[config.mk]
export PLATFORM = sky130hd
export DESIGN_NAME = pipelined_add_sub
export DESIGN_NICKNAME = d
export VERILOG_FILES = /design/src/rtl/pipelined_add_sub.sv
export SDC_FILE = /design/constraint.sdc
export NUM_CORES = 1
export LEC_CHECK = 0
export ABC_AREA = 1
export CORE_MARGIN = 2
export CORE_UTILIZATION = 39
export CTS_BUF_LIST = sky130_fd_sc_hd__clkbuf_2 sky130_fd_sc_hd__clkbuf_4 sky130_fd_sc_hd__clkbuf_8
export CTS_CLUSTER_DIAMETER = 60
export DETAILED_ROUTE_END_ITERATION = 8
export PLACE_DENSITY = 0.67
export SYNTH_ARGS = -nofsm -noshare
export SYNTH_HDL_FRONTEND = slang
export SYNTH_SLANG_ARGS = --single-unit
[constraint.sdc]
create_clock -name clk -period 1.9 [get_ports clk]
set_input_delay 0.38 -clock clk [delete_from_list [all_inputs] [get_ports clk]]
set_output_delay 0.38 -clock clk [all_outputs]
set_load 0.1 [all_outputs]
[src/rtl/pipelined_add_sub.sv]
// pipelined_add_sub
//   Registered WIDTH-bit adder/subtractor with carry-in. The carry chain is cut
//   into STAGES equal segments; each segment adds its slice using the carry
//   registered by the previous segment. Latency is STAGES cycles with a
//   valid/ready handshake and full backpressure.
//
// Ports
//   clk        rising-edge clock
//   rst_n      asynchronous active-low reset
//   in_valid   operand set present
//   in_ready   operand set accepted this cycle (= ~out_valid | out_ready)
//   a, b       operands
//   cin        carry-in (add) / borrow-in (sub)
//   sub        0 = a + b + cin, 1 = a - b - cin
//   out_valid  result present
//   out_ready  downstream accepts the result
//   s          sum / difference
//   cout       carry-out; for subtraction 1 = no borrow
//   ovf        signed two's-complement overflow
//   zero       s == 0
module pipelined_add_sub #(
  parameter int unsigned WIDTH  = 16,
  parameter int unsigned STAGES = 2
) (
  input  logic             clk,
  input  logic             rst_n,
  input  logic             in_valid,
  output logic             in_ready,
  input  logic [WIDTH-1:0] a,
  input  logic [WIDTH-1:0] b,
  input  logic             cin,
  input  logic             sub,
  output logic             out_valid,
  input  logic             out_ready,
  output logic [WIDTH-1:0] s,
  output logic             cout,
  output logic             ovf,
  output logic             zero
);

  localparam int unsigned SEG = WIDTH / STAGES;

  if (WIDTH < 2 || STAGES < 1 || STAGES > WIDTH || (WIDTH % STAGES) != 0) begin : g_param_check
    $error("pipelined_add_sub: illegal segmentation WIDTH=%0d STAGES=%0d", WIDTH, STAGES);
  end

  // The whole pipeline moves as one unit: it advances whenever the output
  // register is empty or being drained this cycle.
  logic             adv;
  logic [WIDTH-1:0] bx;
  logic             c0;

  assign adv      = ~out_valid | out_ready;
  assign in_ready = adv;
  assign bx       = sub ? ~b : b;
  assign c0       = sub ? ~cin : cin;

  // Stage k holds: the finished low (k+1)*SEG sum bits, the carry out of its
  // segment, and (except for the last stage) the still-unused operand bits
  // plus the two sign bits needed for the overflow decision at the end.
  for (genvar k = 0; k < STAGES; k++) begin : g_stage
    localparam int unsigned REM  = WIDTH - k * SEG;   // operand bits not yet added
    localparam int unsigned DONE = (k + 1) * SEG;     // sum bits finished after this stage

    logic            in_v;
    logic            in_c;
    logic            in_sa;
    logic            in_sb;
    logic [REM-1:0]  rem_a;
    logic [REM-1:0]  rem_b;
    logic [SEG:0]    seg_sum;
    logic [DONE-1:0] sum_d;
    logic            load;

    logic            v_q;
    logic            c_q;
    logic [DONE-1:0] sum_q;

    if (k == 0) begin : g_src
      assign in_v  = in_valid;
      assign in_c  = c0;
      assign rem_a = a;
      assign rem_b = bx;
      assign in_sa = a[WIDTH-1];
      assign in_sb = bx[WIDTH-1];
      assign sum_d = seg_sum[SEG-1:0];
    end else begin : g_src
      assign in_v  = g_stage[k-1].v_q;
      assign in_c  = g_stage[k-1].c_q;
      assign rem_a = g_stage[k-1].g_fwd.a_hi_q;
      assign rem_b = g_stage[k-1].g_fwd.b_hi_q;
      assign in_sa = g_stage[k-1].g_fwd.sa_q;
      assign in_sb = g_stage[k-1].g_fwd.sb_q;
      assign sum_d = {seg_sum[SEG-1:0], g_stage[k-1].sum_q};
    end

    assign seg_sum = {1'b0, rem_a[SEG-1:0]} + {1'b0, rem_b[SEG-1:0]} + {{SEG{1'b0}}, in_c};

    // Data registers only capture real operands; bubbles move the valid bit
    // but leave data untouched, so the outputs keep their last result while
    // out_valid is low.
    assign load = adv & in_v;

    always_ff @(posedge clk or negedge rst_n) begin
      if (!rst_n) begin
        v_q   <= 1'b0;
        c_q   <= 1'b0;
        sum_q <= '0;
      end else begin
        if (adv) begin
          v_q <= in_v;
        end
        if (load) begin
          c_q   <= seg_sum[SEG];
          sum_q <= sum_d;
        end
      end
    end

    if (k < STAGES - 1) begin : g_fwd
      // Skew registers: operand bits above this segment and the sign bits.
      logic [REM-SEG-1:0] a_hi_q;
      logic [REM-SEG-1:0] b_hi_q;
      logic               sa_q;
      logic               sb_q;

      always_ff @(posedge clk or negedge rst_n) begin
        if (!rst_n) begin
          a_hi_q <= '0;
          b_hi_q <= '0;
          sa_q   <= 1'b0;
          sb_q   <= 1'b0;
        end else if (load) begin
          a_hi_q <= rem_a[REM-1:SEG];
          b_hi_q <= rem_b[REM-1:SEG];
          sa_q   <= in_sa;
          sb_q   <= in_sb;
        end
      end
    end else begin : g_last
      // Flags are resolved as the final segment completes so they register
      // alongside s and cout.
      logic ovf_q;
      logic zero_q;

      always_ff @(posedge clk or negedge rst_n) begin
        if (!rst_n) begin
          ovf_q  <= 1'b0;
          zero_q <= 1'b0;
        end else if (load) begin
          ovf_q  <= (in_sa == in_sb) && (sum_d[WIDTH-1] != in_sa);
          zero_q <= ~|sum_d;
        end
      end
    end
  end

  assign out_valid = g_stage[STAGES-1].v_q;
  assign s         = g_stage[STAGES-1].sum_q;
  assign cout      = g_stage[STAGES-1].c_q;
  assign ovf       = g_stage[STAGES-1].g_last.ovf_q;
  assign zero      = g_stage[STAGES-1].g_last.zero_q;

endmodule

==> tab_implementation.tex <==
\begin{tabular}{lr}
\hline
Metric & Value \\
\hline
\multicolumn{2}{l}{\textbf{Status}} \\
Failing checks & negative setup slack \\
Result of the run & complete, but fails checks \\
\multicolumn{2}{l}{\textbf{Floorplanning}} \\
\# rows & 29 \\
Chip Height & 84.86 µm \\
Starting utilization of the core area & 0.4016 \\
Chip width & 84.86 µm \\
Die area & 0.007201 mm² \\
Area of the core region & 0.006350 mm² \\
Count of pins on the block boundary & 59 \\
\multicolumn{2}{l}{\textbf{Clock network}} \\
Clock insertion delay at the later pin of the skew report & 300 ps \\
TritonCTS Sinks & 46 \\
Max clock buf depth & 2 \\
Clock root buffer master & clkbuf\_8 \\
CTS H-tree lvls & 2 \\
Cts bufs inserted & 5 \\
Hold-fix buffer count after cts & 0 \\
CTS tree & built \\
Clock transition time at the flip-flop clock pins of the worst setup and hold paths & 80 ps \\
\multicolumn{2}{l}{\textbf{Global routing}} \\
Pin count of the biggest net entering global routing & 47 \\
Overall track demand over capacity in global routing & 0.1535 \\
Wire length of the first global-routing pass & 9.039 mm \\
Antenna violations before repair & 0 \\
Via count of the first global-routing pass & 2026 \\
Aggregate global routing overflow & 0 \\
\multicolumn{2}{l}{\textbf{Pwr}} \\
Switching share of total power & 0.4835 \\
Share of power burned in registers & 0.289 \\
Maximum resistive drop on vdd & 1.157 mV \\
Int Power & 2.733 mW \\
Lkg Pwr & 1.802 nW \\
Comb pwr share & 0.601 \\
Sw Pwr & 2.558 mW \\
Pwr per Cell Area & 1428 mW/mm² \\
Clock network fraction of total power & 0.110 \\
Final total power & 5.291 mW \\
\multicolumn{2}{l}{\textbf{Critical path}} \\
Critical Path Max Stage Delay & 420 ps \\
Most numerous cell on the critical path & nand2\_1 \\
CP Max Fanout & 3 \\
Cell Chain, Critical Path & fa\_2 -> fa\_2 -> nand2\_2 -> nand2\_1 -> nor2\_2 -> nand2\_1 -> nor2\_2 -> nand3\_1 -> nor2\_1 -> nand3\_1 -> nand2\_1 \\
Critical path launch point type & flop \\
Critical path class & reg2reg \\
Type of element capturing the critical path & flop \\
Master of the slowest instance on the critical path & fa\_2 \\
Worst endpoint data arrival time & 2230 ps \\
Data required time at the worst endpoint & 2140 ps \\
\multicolumn{2}{l}{\textbf{Timing}} \\
Number of pins exceeding their max-slew limit in the final report & 0 \\
Least-Margin Pin Slew & 387.6 ps \\
Setup repair after global routing missed its margin & true \\
Final critical delay including setup and external delays & 1990 ps \\
Summed negative setup slack over all endpoints & -90.44 ps \\
Number of failing setup endpoints in the final timing report & 1 \\
Final critical-path setup slack & -90.44 ps \\
Maximum clock rate & 502.4 MHz \\
Max transition margin & 0.7412 \\
Ratio of final minimum period to clock period & 1.048 \\
Final hold violation count & 0 \\
Clock Skew & 12.23 ps \\
\multicolumn{2}{l}{\textbf{Route}} \\
DRC violations left & 0 \\
Average wire per standard cell & 11.37 µm \\
Drt total wl & 5.195 mm \\
Drt pass-1 iters & 4 \\
Via Count & 2142 \\
Post-detailed-route count of antenna-violating nets & 0 \\
Iteration-0 DRC Markers & 90 \\
Post-detailed-route via-to-cell ratio & 4.687 \\
\multicolumn{2}{l}{\textbf{Placed design}} \\
Input/output buffers & 58 \\
Gpl congestion & 0.8068 \\
Cells after DPL & 443 \\
Detailed placer's ending HPWL & 4.061 mm \\
\multicolumn{2}{l}{\textbf{Flow run}} \\
Max capacitance violation total & 0 \\
\multicolumn{2}{l}{\textbf{Logic synthesis}} \\
Yosys reg bits & 46 \\
Number of nets produced by synthesis & 357 \\
Count of yosys warnings during synthesis & 0 \\
Mapped Avg Cell Area & 8.472 µm² \\
Number of cells produced by synthesis & 301 \\
Fraction of the yosys area taken by sequential cells & 0.4514 \\
Yosys cell types & 27 \\
Cell area after technology mapping & 0.002550 mm² \\
\multicolumn{2}{l}{\textbf{Cells and area}} \\
Count of antenna diodes in the layout & 0 \\
Fraction of final layout cells with drive strength greater than 1 & 0.2158 \\
Growth of design area from synthesis to finish & 45.34\% \\
Final non-filler cell total & 457 \\
Number of nets in the finished design & 435 \\
\multicolumn{2}{l}{\textbf{Min path}} \\
Path category of the worst min-delay check & in2async \\
\hline
\end{tabular}
## Yosys cell counts
cell / count / area [µm²]
nand3b_1: 4 / 30.03
nand3_1: 10 / 50.05
inv_2: 3 / 11.26
nand2_1: 106 / 397.9
a21oi_1: 9 / 45.04
nand2_2: 1 / 6.260
a21oi_2: 1 / 8.760
xnor2_1: 11 / 96.34
buf_2: 6 / 30.03
dfrtp_1: 46 / 1151
a21o_1: 1 / 7.510
buf_4: 2 / 15.01
o21bai_1: 1 / 7.510
nand4_1: 2 / 12.51
fa_1: 4 / 80.08
clkbuf_2: 1 / 5.000
a31oi_1: 5 / 31.28
or2_0: 1 / 6.260
nor2_1: 12 / 45.04
ha_1: 14 / 175.2
o21ai_0: 19 / 95.09
inv_1: 17 / 63.81
o21a_1: 2 / 15.01
nor2_2: 4 / 25.02
a21boi_0: 1 / 7.510
xor2_1: 11 / 96.34
o21ai_1: 7 / 35.03
## placed cells by master, fill, tap and decap left out
cell,synthesis,final
nand2_1,106,101
dfrtp_1,46,45
clkdlybuf4s50_1,0,32
buf_12,0,22
buf_4,2,21
inv_1,17,17
o21ai_0,19,17
ha_1,14,14
nor2_1,12,12
xnor2_1,11,10
o21ai_1,7,9
nand3_1,10,9
xor2_1,11,8
a21oi_1,9,7
nand2_2,1,6
a31oi_1,5,5
clkbuf_8,0,5
nor2_2,4,4
nand3b_1,4,4
fa_2,0,4
xor2_2,0,3
inv_2,3,3
a21oi_2,1,3
buf_2,6,3
nand4_1,2,2
o21a_1,2,2
clkinv_2,0,2
or2_0,1,1
o21bai_2,0,1
nand3_2,0,1
xnor2_2,0,1
a21o_1,1,1
a21boi_0,1,1
clkbuf_4,0,1
dlygate4sd2_1,0,1
dfrtp_2,0,1
buf_6,0,1
## worst max-delay path: cells and delay by family, from the launching register on
| family | cells | cell delay (ps) |
|---|---|---|
| and+or+nand+nor | 9 | 690 |
| adders and majority gates | 2 | 830 |
| DFF | 1 | 410 |
## routing by layer
metal  global-route usage  vias to the layer above  wire, µm
li1                     -                     1124         -
met1               0.2043                      959      2461
met2               0.2548                       52      2432
met3              0.03307                        7       234
met4              0.04329                        0        66
met5                    0                        -         0
## repair_timing
item | 4_1_cts | 5_1_grt
resized for setup | 20 | 10
buffers inserted | 2 | 4
pin swaps | 5 | 9
endpoints found under the setup margin | 11 | 6
endpoints found under the hold margin | 0 | 0
## registers in the layout (all words and copies together), names as in the netlist
signal,count
zero,1
g_stage.v_q,1
g_stage.sum_q,8
s,16
g_stage.g_fwd.b_hi_q,8
g_stage.g_fwd.a_hi_q,8
out_valid,1
cout,1
g_stage.c_q,1
ovf,1
## cell families (layout without fill, tap and decap cells)
group	after synthesis	after routing	synth area share
buffers and inverters	29	108	0.04906
XOR/XNOR	22	22	0.07556
adder cells (fa/ha/maj)	18	18	0.1001
AO/OA/AOI/OAI	46	46	0.09912
AND/OR/NAND/NOR	140	140	0.2247
flip-flops	46	46	0.4514
## power groups by stage
stage	clock, mW	combinational, mW	sequential, mW
2_1_floorplan	0	0.782	2.67
3_3_place_gp	0	3.06	1.54
3_5_place_dp	0	3.09	1.55
4_1_cts	0.598	3.12	1.53
5_1_grt	0.637	3.38	1.57
6_report	0.584	3.18	1.53
## layout make-up
| class | instances | area, µm² |
|---|---|---|
| clock buffers | 6 | 76.32 |
| clock inverters | 2 | 10.01 |
| fillers | 589 | 2644 |
| inverters | 20 | 75.07 |
| multi-input cells | 226 | 1343 |
| flip-flops and latches | 46 | 1152 |
| well taps | 77 | 96.34 |
| repair buffers | 80 | 953.4 |
## through the flow
stage	hold slack, ps	utilization	setup WS [ps]	area, µm²
floorplan	84.41	-	-250.8	2591
global placement	376.8	0.5561	-574.2	3531
detailed placement	378.3	0.5561	-650.3	3531
CTS	55.82	0.5740	-64.12	3645
global route	59.61	0.5836	-216.9	3706
finish	40.32	0.5836	-90.44	3706
## final timing paths
path	from	endpoint	slack, ps	cells past startpoint
max in group asynchronous	rst_n	g_stage[0].g_fwd.b_hi_q[0]	1630	2
min	rst_n	s[13]	40	2
max reg2reg	g_stage[0].g_fwd.b_hi_q[0]	zero	-90	11
min reg2reg	g_stage[0].v_q	out_valid	480	2
min in group clk	g_stage[0].v_q	out_valid	480	2
max	g_stage[0].g_fwd.b_hi_q[0]	zero	-90	11
No activity file was read; power rests on OpenSTA's default activity.
==> variant 1 (config.mk and constraints unchanged) <==
`WIDTH`: 16 -> 14.
--- a/src/rtl/pipelined_add_sub.sv
+++ b/src/rtl/pipelined_add_sub.sv
@@ -20,5 +20,5 @@
 //   zero       s == 0
 module pipelined_add_sub #(
-  parameter int unsigned WIDTH  = 16,
+  parameter int unsigned WIDTH  = 14,
   parameter int unsigned STAGES = 2
 ) (
Ports: changed (resized a, b and s); port bits go from 59 to 53. The function was not compared with the original's and may differ.
==> variant 1 against the unedited design <==
Sequential cell count decreased by 5. Setup slack improved by 100 ps. Total power down 17%. Synthesized cell count is 8.3% lower. Clock power is 6.2% lower. Largest power group unchanged. Routed wire length fell by 9.8%. Largest cell class unchanged. Cell area is 13% lower. Area after synthesis shrank 7.9%.
==> variant 1: results (changes against the unedited design) <==
wire length per cell = 11.3 µm (-0.89%)
Max IR drop VDD = 0.00108 V (-6.3%)
sequential share of the synthesized area = 43.7% (-1.5 points)
cts bufs inserted = 5 (unchanged)
clock skew = 4.39 ps (-7.84 ps)
fraction of layout cells with a size suffix above 1 = 18.8% (-2.8 points)
GPL Wtd Cong = 0.788 (-2.4%)
Distinct cells, synth = 29 (+7.4%)
r2r worst-path depth = 11 (unchanged)
clock latency on the worst-skew pair = 290 ps
Worst EP arrival = 2070 ps (-160 ps)
vias = 1928 (-10%)
gr ovfl total = 0 (unchanged)
leakage power = 1.61 nW (-10%)
async set or reset register ratio after synthesis = 100% (unchanged)
vias in the first global route = 1790 (-12%)
GRT Overall Usage = 15.5% (+0.13 points)
nets@finish = 390 (-10%)
largest net degree at the start of global routing = 24 (-49%)
reg-to-reg startpoint = g_stage[0].g_fwd.a_hi_q[0]$_DFFE_PN0P_
worst-path fanout max = 2 (-1)
initial antenna violation count = 0 (unchanged)
setup bufs post-CTS = 0 (-2)
clk root buf = clkbuf_8
pre-CTS setup slack = -577 ps (+73.7 ps)
slew margin rel. = 70.9% (-3.3 points)
R2R Setup Slk = 10 ps (+100 ps)
Synth area leaders = dfrtp_1, nand2_1, ha_1
Worst Hold Class = in2async
via density per instance = 4.63 (-1.1%)
worst r2r dst = zero$_DFFE_PN0P_
Avg Inst Size Synth = 8.51 µm² (+0.44%)
first-pass GRT wire length = 7.89 mm (-13%)
post-synth net total = 326 (-8.7%)
NetSw = 2.21 mW (-14%)
DR iter-0 viols = 72 (-20%)
worst stage delay on the critical path = 440 ps (+20 ps)
placed cell area = 3110 µm² (-12%)
max reg flops = 14 (-2)
hold slack = 22.7 ps (-17.6 ps)
area share of the largest cell type after synthesis = 43.7% (-1.5 points)
Commonest cells post-synth = nand2_1, dfrtp_1, inv_1
Cells after DPL = 408 (-7.9%)
outcome = completed
slowest stage cell, crit path = fa_1
PortBufs = 52 (-10%)
hpwl dp = 3.83 mm (-5.6%)
CTS clk-pin slew, worst paths = 70 ps
-- variant 1: worst max path at each step --
stage	start	slack, ps	cells past startpoint	to
finish	g_stage[0].g_fwd.a_hi_q[0]$_DFFE_PN0P_	10	11	zero$_DFFE_PN0P_
global route	g_stage[0].c_q$_DFFE_PN0P_	-50	11	zero$_DFFE_PN0P_
CTS	a[0]	-2	10	g_stage[0].sum_q[6]$_DFFE_PN0P_
detailed placement	sub	-580	9	g_stage[0].sum_q[4]$_DFFE_PN0P_
global placement	sub	-540	10	g_stage[0].sum_q[6]$_DFFE_PN0P_
floorplan	sub	-130	11	g_stage[0].sum_q[6]$_DFFE_PN0P_
-- variant 1: what timing repair did --
item                                    CTS  global route
gates resized for setup                  10             7
pin swaps                                 4             5
endpoints found under the setup margin    8             8
-- variant 1: worst max-delay path: cells and delay by family, from the launching register on --
family	cells	cell delay, ps
AND/OR/NAND/NOR	8	470
buffers and inverters	1	70
adder cells (fa/ha/maj)	2	850
flip-flops	1	410
-- variant 1: area by class of cell --
type | count | area, µm²
clock buffers | 5 | 68.8
inverters | 32 | 120
clock inverters | 3 | 17.5
well taps | 75 | 93.8
flip-flops and latches | 41 | 1030
multi-input cells | 194 | 1170
fillers | 580 | 2670
repair buffers | 66 | 718
-- variant 1: power groups by stage --
stage | Sequential, mW | Clock, mW | Combinational [mW]
after detailed placement | 1.32 | 0 | 2.56
after CTS | 1.30 | 0.566 | 2.57
after floorplan | 2.35 | 0 | 0.714
after global placement | 1.31 | 0 | 2.52
final | 1.30 | 0.548 | 2.56
after global routing | 1.33 | 0.601 | 2.74
-- variant 1: kinds of logic (layout without fill, tap and decap cells) --
logic type      after synthesis  count (layout)  share of synthesized area (%)
simple gates                119             119                           21.8
flops                        41              41                           43.7
buf+inv                      41             106                           8.68
xor+xnor                     18              18                           6.71
compound gates               41              41                           9.32
fa+ha+maj                    16              16                           9.80
-- variant 1: metal layers --
layer / up-vias / GRT usage, % / part of all wire, %
li1: 1008 / - / -
met1: 873 / 20.1 / 47
met2: 41 / 25.9 / 47
met3: 6 / 3.19 / 4.0
met4: 0 / 5.00 / 1.3
met5: - / 0 / 0
==> variant 2 (same flow settings) <==
Made on the original files. Make the reset (`rst_n`) synchronous in 3 clocked blocks. Comments in the files are not updated.
--- a/src/rtl/pipelined_add_sub.sv
+++ b/src/rtl/pipelined_add_sub.sv
@@ -102,5 +102,5 @@
     assign load = adv & in_v;
 
-    always_ff @(posedge clk or negedge rst_n) begin
+    always_ff @(posedge clk) begin
       if (!rst_n) begin
         v_q   <= 1'b0;
@@ -125,5 +125,5 @@
       logic               sb_q;
 
-      always_ff @(posedge clk or negedge rst_n) begin
+      always_ff @(posedge clk) begin
         if (!rst_n) begin
           a_hi_q <= '0;
@@ -144,5 +144,5 @@
       logic zero_q;
 
-      always_ff @(posedge clk or negedge rst_n) begin
+      always_ff @(posedge clk) begin
         if (!rst_n) begin
           ovf_q  <= 1'b0;
Check against the original RTL: differs if rst_n is asserted again (counterexample within 4 cycles, from zero or initial values and one cycle with rst_n low); with rst_n held inactive, the same outputs for 10 cycles.
==> variant 2 against the unedited design <==
Setup slack improved by 93 ps. Routed wire length is 4.2% higher. Utilization fell by 2.1 points. Area after synthesis shrank 2.4%. Non-clock buffer count grew 2. Sequential cell count unchanged. Cell area fell by 4.7%. Critical path type unchanged. Largest cell class unchanged.
Power is not compared: it rests on default switching activity, and its combinational part moved more than twofold at a synthesized area within 25%.
==> variant 2: results (changes against the unedited design) <==
outcome = completed
post-synth net total = 386 (+8.1%)
number of synthesis warnings = 0 (unchanged)
GRT Overall Usage = 15.4% (+0.064 points)
slew margin rel. = 72.1% (-2.1 points)
fraction of layout cells with a size suffix above 1 = 22.5% (+0.89 points)
async set or reset register ratio after synthesis = 0% (-100 points)
Hold Startpoint = g_stage[0].sum_q[2]$_SDFFE_PN0P_
vias in the first global route = 2126 (+4.9%)
crit-path leading delay family = adder cells
cts bufs inserted = 5 (unchanged)
DR iter-0 viols = 60 (-33%)
Commonest cells post-synth = nor2_1, dfxtp_1, nand2_1
Worst EP arrival = 2120 ps (-110 ps)
GPL Wtd Cong = 0.813 (+0.77%)
hold slack = 480 ps (+440 ps)
Antenna Cells = 0 (unchanged)
worst-path fanout max = 3 (unchanged)
worst stage delay on the critical path = 400 ps (-20 ps)
worst r2r dst = zero$_SDFFE_PN0P_
Worst Hold Class = reg2reg
nets@finish = 461 (+6.0%)
largest net degree at the start of global routing = 24 (-49%)
leakage power = 1.63 nW
drt total wl = 5.41 mm (+4.2%)
fraction of power spent switching nets = 35.5%
H-tree depth = 2 (unchanged)
max reg flops = 16 (unchanged)
sequential share of the synthesized area = 37.0% (-8.2 points)
Synth area leaders = dfxtp_1, o21ai_0, nor2_1
r2r worst-path depth = 11 (unchanged)
via density per instance = 4.71 (+0.52%)
hpwl dp = 4.17 mm (+2.7%)
reg-to-reg startpoint = g_stage[0].c_q$_SDFFE_PN0P_
clock skew = 5.93 ps (-6.30 ps)
CTS clk-pin slew, worst paths = 80 ps (about the same)
Distinct cells, synth = 30 (+11%)
hold depth = 2
slowest stage cell, crit path = fa_2
DRC = 0 (unchanged)
clk root buf = clkbuf_8
R2R Setup Slk = 3 ps (+90 ps)
PortBufs = 58 (unchanged)
clock latency on the worst-skew pair = 290 ps
clk buf depth = 2 (unchanged)
first-pass GRT wire length = 9.14 mm (+1.1%)
## variant 2: cell count changes after synthesis, sizes merged, moves of 3 or more
cell    change
nand2      -63
dfrtp      -46
dfxtp      +46
nor2       +34
a21oi      +20
o21ai      +14
inv        +13
clkbuf      +5
nand3       +5
nand3b      -3
## variant 2: cell type report
cell class	count	area, µm²
Inverter	34	128
Timing Repair Buffer	82	826
Sequential cell	46	923
Tap cell	77	96.3
Clock buffer	7	83.8
Fill cell	608	2750
Multi-Input combinational cell	236	1480
## variant 2: cell families (layout without fill, tap and decap cells)
kind of cell / after synthesis / after routing / share of synthesized area (%)
and+or+nand+nor: 116 / 116 / 20.1
DFF: 46 / 46 / 37.0
buffers and inverters: 48 / 123 / 7.74
adders and majority gates: 18 / 18 / 10.3
AOI/OAI and AO/OA: 79 / 79 / 16.9
xor gates and xnor gates: 23 / 23 / 8.09
## variant 2: power groups by stage
stage          combinational [mW]  clock [mW]  sequential, mW
2_1_floorplan               0.434           0            1.33
3_3_place_gp                0.941           0            1.12
3_5_place_dp                0.948           0            1.12
4_1_cts                     0.956       0.609            1.10
5_1_grt                      1.11       0.647            1.11
6_report                     1.02       0.580            1.10
## variant 2: per-stage QoR
stage          std cells  cell area, µm²  util (%)  setup TNS (ps)  setup slack (ps)
2_1_floorplan        330            2530         -            -768              -297
6_report             482            3530      56.3               0              2.97
4_1_cts              477            3410      54.3           -15.9             -8.27
3_5_place_dp         470            3310      52.7           -5020              -676
3_3_place_gp         470            3310      52.7           -4590              -638
5_1_grt              482            3530      56.3            -194              -128
## variant 2: worst min-delay path: stages (launching register included)
cell and delay (ps):
dfxtp_1 310, inv_1 70, a21oi_1 60
## variant 2: timing repair
action,CTS,global route
buffers inserted,0,5
pin swaps,4,14
hold endpoints to repair,0,0
setup endpoints to repair,11,8
resized for setup,10,32
## variant 2: worst max path at each step
stage / startpoint / endpoint / slack, ps / cells past startpoint
floorplan: sub / g_stage[0].sum_q[6]$_SDFFE_PN0P_ / -300 / 10
global placement: sub / g_stage[0].sum_q[6]$_SDFFE_PN0P_ / -640 / 9
detailed placement: sub / g_stage[0].sum_q[5]$_SDFFE_PN0P_ / -680 / 10
CTS: sub / g_stage[0].sum_q[5]$_SDFFE_PN0P_ / -8 / 10
global route: g_stage[0].c_q$_SDFFE_PN0P_ / zero$_SDFFE_PN0P_ / -130 / 11
finish: g_stage[0].c_q$_SDFFE_PN0P_ / zero$_SDFFE_PN0P_ / 3 / 11
## variant 2: routing by layer
| metal | vias up | GRT usage (%) | wire [µm] |
|---|---|---|---|
| met5 | - | 0 | 0 |
| met4 | 0 | 4.40 | 65 |
| met3 | 6 | 2.67 | 241 |
| met2 | 54 | 24.8 | 2380 |
| met1 | 985 | 21.2 | 2730 |
| li1 | 1226 | - | - |
